File: config.mk
export PLATFORM = sky130hd
export DESIGN_NAME = nanov_spi_fetch_flat
export DESIGN_NICKNAME = d
export VERILOG_FILES = /design/src/rtl/nanov_spi_fetch_if.sv /design/src/rtl/nanov_spi_fetch.sv /design/src/flat_wrapper.sv
export SDC_FILE = /design/constraint.sdc
export NUM_CORES = 1
export LEC_CHECK = 0
export ABC_AREA = 1
export BUFFER_PORTS_ARGS = -buffer_cell sky130_fd_sc_hd__buf_2
export CAP_MARGIN = 20
export CORE_MARGIN = 2
export CORE_UTILIZATION = 53
export CTS_CLUSTER_DIAMETER = 120
export CTS_CLUSTER_SIZE = 28
export DETAILED_ROUTE_END_ITERATION = 16
export HOLD_SLACK_MARGIN = 0.12
export PLACE_DENSITY = 0.83
export SKIP_CTS_REPAIR_TIMING = 1
export SLEW_MARGIN = 20
export SYNTH_ARGS = -nofsm -noshare
export SYNTH_HDL_FRONTEND = slang
export SYNTH_SLANG_ARGS = --single-unit
export TNS_END_PERCENT = 30
File: constraint.sdc
create_clock -name clk -period 2.06 [get_ports clk]
set_clock_uncertainty 0.05 [all_clocks]
set_input_delay 0.103 -clock clk [delete_from_list [all_inputs] [get_ports clk]]
set_output_delay 0.103 -clock clk [all_outputs]
set_load 0.01 [all_outputs]
File: src/rtl/nanov_spi_fetch_if.sv
// Fetch front-end bundle: redirect request, instruction valid/ready stream, SPI flash pins.
// master: the fetch engine (drives instr_* and spi_select/spi_clk_en/spi_out).
// slave : the CPU + flash side (drives redirect_*, instr_ready, spi_data_in).
interface nanov_spi_fetch_if;
  logic        redirect_valid;
  logic [23:0] redirect_addr;
  logic        instr_valid;
  logic        instr_ready;
  logic [31:0] instr_data;
  logic [23:0] instr_addr;
  logic        spi_select;
  logic        spi_clk_en;
  logic        spi_out;
  logic        spi_data_in;

  modport master (
    input  redirect_valid, redirect_addr, instr_ready, spi_data_in,
    output instr_valid, instr_data, instr_addr, spi_select, spi_clk_en, spi_out
  );

  modport slave (
    output redirect_valid, redirect_addr, instr_ready, spi_data_in,
    input  instr_valid, instr_data, instr_addr, spi_select, spi_clk_en, spi_out
  );
endinterface

File: src/rtl/nanov_spi_fetch.sv
// SPI instruction fetch: sends READ_CMD + 24-bit address, streams 32-bit little-endian words.
// Latency: first word valid 65+DUMMY_CYCLES edges after reset/redirect, then one word per 32 cycles.
// Backpressure: a finished word waits in the shift register and SCK stops until the output frees.
// Ports: clk, rstn (sync, active-low), bus (nanov_spi_fetch_if.master): redirect_valid/addr in,
//        instr_valid/data/addr out with instr_ready in, spi_select/spi_clk_en/spi_out out, spi_data_in in.
module nanov_spi_fetch #(
  parameter logic [23:0] RESET_ADDR   = 24'h000000,
  parameter logic [7:0]  READ_CMD     = 8'h03,
  parameter int unsigned DUMMY_CYCLES = 0
) (
  input  logic              clk,
  input  logic              rstn,
  nanov_spi_fetch_if.master bus
);

  typedef enum logic [2:0] {
    S_DESELECT,
    S_CMD,
    S_ADDR,
    S_DUMMY,
    S_DATA
  } state_t;

  localparam logic [4:0] DUMMY_LAST = (DUMMY_CYCLES > 0) ? 5'(DUMMY_CYCLES - 1) : 5'd0;

  state_t      state;
  state_t      state_nxt;

  logic [4:0]  cnt;          // bit position within the current phase
  logic [31:0] cmd_sr;       // opcode + address, shifted out MSB first
  logic [23:0] fetch_addr;   // address of the word currently being received
  logic [31:0] word_sr;      // word being assembled, or the pending word while stalled
  logic [31:0] word_nxt;
  logic        pend;         // word_sr holds a complete word not yet handed over
  logic [23:0] pend_addr;

  logic        out_vld;
  logic [31:0] out_dat;
  logic [23:0] out_addr;

  logic        sel;
  logic        sck_en;
  logic        mosi;
  logic        handoff;

  assign handoff = out_vld && bus.instr_ready;

  // Bytes arrive MSB first and are placed little-endian: bit b of the stream
  // lands in byte b/8, bit position 7-(b%8).
  always_comb begin
    word_nxt = word_sr;
    word_nxt[{cnt[4:3], ~cnt[2:0]}] = bus.spi_data_in;
  end

  always_ff @(posedge clk) begin
    if (!rstn) begin
      state <= S_DESELECT;
    end else begin
      state <= state_nxt;
    end
  end

  always_comb begin
    state_nxt = state;
    sel       = 1'b1;
    sck_en    = 1'b0;
    mosi      = 1'b0;

    case (state)
      S_DESELECT: begin
        state_nxt = S_CMD;
      end
      S_CMD: begin
        sel    = 1'b0;
        sck_en = 1'b1;
        mosi   = cmd_sr[31];
        if (cnt == 5'd7) state_nxt = S_ADDR;
      end
      S_ADDR: begin
        sel    = 1'b0;
        sck_en = 1'b1;
        mosi   = cmd_sr[31];
        if (cnt == 5'd23) state_nxt = (DUMMY_CYCLES > 0) ? S_DUMMY : S_DATA;
      end
      S_DUMMY: begin
        sel    = 1'b0;
        sck_en = 1'b1;
        if (cnt == DUMMY_LAST) state_nxt = S_DATA;
      end
      S_DATA: begin
        sel    = 1'b0;
        // CS stays low during a stall so the flash keeps its read position.
        sck_en = !pend;
      end
      default: begin
        state_nxt = S_DESELECT;
      end
    endcase

    if (bus.redirect_valid) state_nxt = S_DESELECT;
  end

  always_ff @(posedge clk) begin
    if (!rstn) begin
      cnt        <= 5'd0;
      cmd_sr     <= 32'd0;
      fetch_addr <= RESET_ADDR & 24'hFFFFFC;
      word_sr    <= 32'd0;
      pend       <= 1'b0;
      pend_addr  <= 24'd0;
      out_vld    <= 1'b0;
      out_dat    <= 32'd0;
      out_addr   <= 24'd0;
    end else if (bus.redirect_valid) begin
      // A redirect wins over a same-cycle handshake; in-flight data is dropped.
      fetch_addr <= bus.redirect_addr & 24'hFFFFFC;
      cnt        <= 5'd0;
      pend       <= 1'b0;
      out_vld    <= 1'b0;
    end else begin
      if (handoff) out_vld <= 1'b0;

      case (state)
        S_DESELECT: begin
          cmd_sr <= {READ_CMD, fetch_addr};
          cnt    <= 5'd0;
        end
        S_CMD: begin
          cmd_sr <= {cmd_sr[30:0], 1'b0};
          cnt    <= (cnt == 5'd7) ? 5'd0 : cnt + 5'd1;
        end
        S_ADDR: begin
          cmd_sr <= {cmd_sr[30:0], 1'b0};
          cnt    <= (cnt == 5'd23) ? 5'd0 : cnt + 5'd1;
        end
        S_DUMMY: begin
          cnt <= (cnt == DUMMY_LAST) ? 5'd0 : cnt + 5'd1;
        end
        S_DATA: begin
          if (pend) begin
            if (handoff) begin
              out_vld  <= 1'b1;
              out_dat  <= word_sr;
              out_addr <= pend_addr;
              pend     <= 1'b0;
            end
          end else begin
            word_sr <= word_nxt;
            cnt     <= cnt + 5'd1;   // wraps 31 -> 0; flash auto-increments
            if (cnt == 5'd31) begin
              fetch_addr <= fetch_addr + 24'd4;
              if (!out_vld || handoff) begin
                out_vld  <= 1'b1;
                out_dat  <= word_nxt;
                out_addr <= fetch_addr;
              end else begin
                pend      <= 1'b1;
                pend_addr <= fetch_addr;
              end
            end
          end
        end
        default: begin
          cnt <= 5'd0;
        end
      endcase
    end
  end

  assign bus.instr_valid = out_vld;
  assign bus.instr_data  = out_dat;
  assign bus.instr_addr  = out_addr;
  assign bus.spi_select  = sel;
  assign bus.spi_clk_en  = sck_en;
  assign bus.spi_out     = mosi;

endmodule
File: src/flat_wrapper.sv
// flat-port wrapper written by rule: the top's interface ports become plain ports
module nanov_spi_fetch_flat 
#(
  parameter logic [23:0] RESET_ADDR   = 24'h000000,
  parameter logic [7:0]  READ_CMD     = 8'h03,
  parameter int unsigned DUMMY_CYCLES = 0
)
  (clk, rstn, bus_redirect_valid, bus_redirect_addr, bus_instr_ready, bus_spi_data_in, bus_instr_valid, bus_instr_data, bus_instr_addr, bus_spi_select, bus_spi_clk_en, bus_spi_out);
  nanov_spi_fetch_if bus_i ();
  input  logic clk;
  input  logic rstn;
  input wire logic [$bits(bus_i.redirect_valid)-1:0] bus_redirect_valid;
  input wire logic [$bits(bus_i.redirect_addr)-1:0] bus_redirect_addr;
  input wire logic [$bits(bus_i.instr_ready)-1:0] bus_instr_ready;
  input wire logic [$bits(bus_i.spi_data_in)-1:0] bus_spi_data_in;
  output wire logic [$bits(bus_i.instr_valid)-1:0] bus_instr_valid;
  output wire logic [$bits(bus_i.instr_data)-1:0] bus_instr_data;
  output wire logic [$bits(bus_i.instr_addr)-1:0] bus_instr_addr;
  output wire logic [$bits(bus_i.spi_select)-1:0] bus_spi_select;
  output wire logic [$bits(bus_i.spi_clk_en)-1:0] bus_spi_clk_en;
  output wire logic [$bits(bus_i.spi_out)-1:0] bus_spi_out;
  assign bus_i.redirect_valid = bus_redirect_valid;
  assign bus_i.redirect_addr = bus_redirect_addr;
  assign bus_i.instr_ready = bus_instr_ready;
  assign bus_i.spi_data_in = bus_spi_data_in;
  assign bus_instr_valid = bus_i.instr_valid;
  assign bus_instr_data = bus_i.instr_data;
  assign bus_instr_addr = bus_i.instr_addr;
  assign bus_spi_select = bus_i.spi_select;
  assign bus_spi_clk_en = bus_i.spi_clk_en;
  assign bus_spi_out = bus_i.spi_out;
  nanov_spi_fetch #(.RESET_ADDR(RESET_ADDR), .READ_CMD(READ_CMD), .DUMMY_CYCLES(DUMMY_CYCLES)) u_core (.clk(clk), .rstn(rstn), .bus(bus_i));
endmodule
==> run summary <==
leading area contributor after synthesis = dfxtp_1
slowest stage delay, CP = 440 ps
flops & latches, synth = 170
Logic pwr share = 7.5%
placed cells = 1430
Switching Power = 1.76 mW
# diodes = 0
TritonRoute pass-1 iters = 6
WL final = 22.5 mm
DRC viols = 0
Iteration-0 DRC Markers = 882
RSZ-0062 raised after global routing = yes
design area = 9780 µm²
Hold Crit Class = primary input to register
Setup CP Type = register to output pin
WP data arrival = 1840 ps
H-tree level count = 4
Synth area leaders = dfxtp_1, nand2_1, o21ai_0
Final Hold Violating Endpoints = 0
internal power = 5.70 mW
Final nets = 1323
leakage = 4.06 nW
Synth top area share = 41.4%
largest net degree at the start of global routing = 86
Num CTS Buffers = 17
post-DP HPWL = 14.4 mm
Worst Path Required = 1910 ps
CTS sink cnt = 170
share of cells above drive strength 1 = 13.8%
final core occ = 64.6%
TritonCTS clock tree = yes
vias in the first global route = 7348
total number of vias = 8401
Post-Syn Area = 8210 µm²
Cells after Synth = 1204
final antenna-violating net count = 0
Final Cycle Share = 96.8%
Starting Density = 54.2%
total grt overflow = 0
Pwr Density = 763 nW/µm²
GRT busiest layer = met2
CTS Buffer Depth = 2
worst slew pin tran = 558 ps
dpl cell area = 8810 µm²
die width = 128 µm
final slew viol count = 0
row cnt = 45
Worst setup EP type = output pin
P&R area growth vs syn = 19.0%
final setup fails = 0
total core area = 15100 µm²
sequential share of power = 46.1%
global routing usage on met2 = 41.2%
Max FO, Critical Path = 12
yosys warns = 0
DR WL/cell = 15.1 µm
setup_tns = 0 ps
DIE HEIGHT = 128 µm
clock share of power = 46.5%
hold slack = 78.5 ps
vias per inst = 5.64
Die ar. = 16500 µm²
R2R setup slack = 110 ps
met1 Usage GRT = 36.8%
outcome = finished, final reports clean
register area share after synthesis = 41.4%
Startpoint Class = register
All-Layer GR Usage = 26.4%
synth unique cells = 37
Syn Area/Cell = 6.82 µm²
Rel. slew slack = 62.7%
Buffers on Ports = 84
CP top delay family = simple AND/OR/NAND/NOR gates
VDD IR max = 0.525 mV
initial antenna violation count = 0
final weighted congestion in routability-driven placement = 0.916
clk slew on worst S/H paths = 70 ps
slowest CP cell = dfxtp_1
Bufs and invs on worst path = 2
wire length of the first global-routing pass = 35.5 mm
FMAX = 501 MHz
met3 Usage GRT = 5.53%
Min Clock Period, post-route = 1990 ps
Net Sw Frac = 23.6%
CP most frequent cell = nor2_4
IO Count = 89
Clock Tree Root = clkbuf_16
non-filler instance count after layout = 1489
Clk Latency, worst-skew pair = 430 ps
worst path cell trace = nor2_4 > nand2_4 > inv_2 > nor3_4 > nor2_4 > buf_2
# Max-Cap Violations = 0
-- kinds of logic after synthesis --
family / Yosys count / synth area share [%]
AO/OA/AOI/OAI: 328 / 22.1
XOR/XNOR: 7 / 0.746
adder cells (fa/ha/maj): 6 / 0.914
buffers and inverters: 170 / 9.00
flip-flops: 170 / 41.4
other: 1 / 0.0457
AND/OR/NAND/NOR: 522 / 25.8
-- flip-flops by register name, indices dropped and copies added (netlist names) --
name / count
u_core.bus.instr_valid: 1
u_core.pend_addr: 22
u_core.word_sr: 32
u_core.state: 3
u_core.cmd_sr: 30
u_core.pend: 1
u_core.bus.instr_data: 32
u_core.bus.instr_addr: 22
u_core.cnt: 5
u_core.fetch_addr: 22
-- final timing paths --
check,endpoint,startpoint,cells past startpoint
min,u_core.fetch_addr[19],bus_redirect_addr[19],5
max,bus_spi_clk_en,u_core.state[0],6
max reg2reg,u_core.bus.instr_addr[14],u_core.cnt[0],11
min reg2reg,u_core.cmd_sr[31],u_core.cmd_sr[31],2
-- cell usage after synthesis, drive strengths merged --
cell type / number
xor2: 7
nand4: 4
nor2: 162
o211ai: 44
a211oi: 4
clkbuf: 44
nor4: 1
dfxtp: 170
o21ai: 139
a31oi: 5
o211a: 4
a21boi: 1
ha: 6
nor3: 13
a22oi: 4
clkinv: 1
conb: 1
inv: 90
nand3: 39
nand2: 303
a21oi: 127
buf: 35
-- per-stage QoR --
stage,setup WS [ps],total power [mW]
2_1_floorplan,-48.8,3.84
3_3_place_gp,56.4,4.00
3_5_place_dp,-23.8,4.01
4_1_cts,-63.5,7.42
5_1_grt,-19.2,7.69
6_report,65.6,7.46
-- power groups by stage --
stage,Clock (mW),Combinational [mW],Sequential [mW]
after global placement,0,0.495,3.50
final,3.47,0.556,3.44
after global routing,3.63,0.611,3.44
after floorplan,0,0.356,3.48
after CTS,3.48,0.507,3.43
after detailed placement,0,0.503,3.51
-- metal layers --
metal	up-vias	part of all wire [%]
met5	-	0
met3	50	6.9
met1	3881	45
met4	0	1.8
met2	357	46
li1	4113	-
-- placed cells by master (no fill, tap or decap), types with 2 or more instances in the layout --
cell             n
a211oi_1         4
a21oi_1        125
a21oi_2          2
a22oi_1          2
a22oi_2          2
a31oi_1          5
buf_12           8
buf_2           84
buf_4           26
bufinv_16        4
clkbuf_1         2
clkbuf_16       18
clkbuf_8         3
clkinv_2         3
clkinv_4         3
conb_1           2
dfxtp_1        169
dlygate4sd3_1   24
ha_1             5
inv_1           85
inv_2            4
nand2_1        299
nand2_2          3
nand3_1         39
nand4_1          4
nor2_1         151
nor2_2           5
nor2_4           5
nor3_1          10
nor3_4           2
o211a_1          4
o211ai_1        44
o21ai_0        131
o21ai_1          8
xor2_1           7
-- area by class of cell --
type | instances | area, µm²
fillers | 1275 | 5370
multi-input cells | 865 | 4110
flip-flops and latches | 170 | 3400
repair buffers | 143 | 1040
clock buffers | 22 | 474
inverters | 91 | 348
well taps | 188 | 235
clock inverters | 10 | 164
-- tightest hold or removal path, stage by stage --
cell     delay [ps]
buf_2            80
nor2_1           50
nor2_1          100
nand2_1          60
a21oi_1         120
Power figures use the tool's default switching activity.
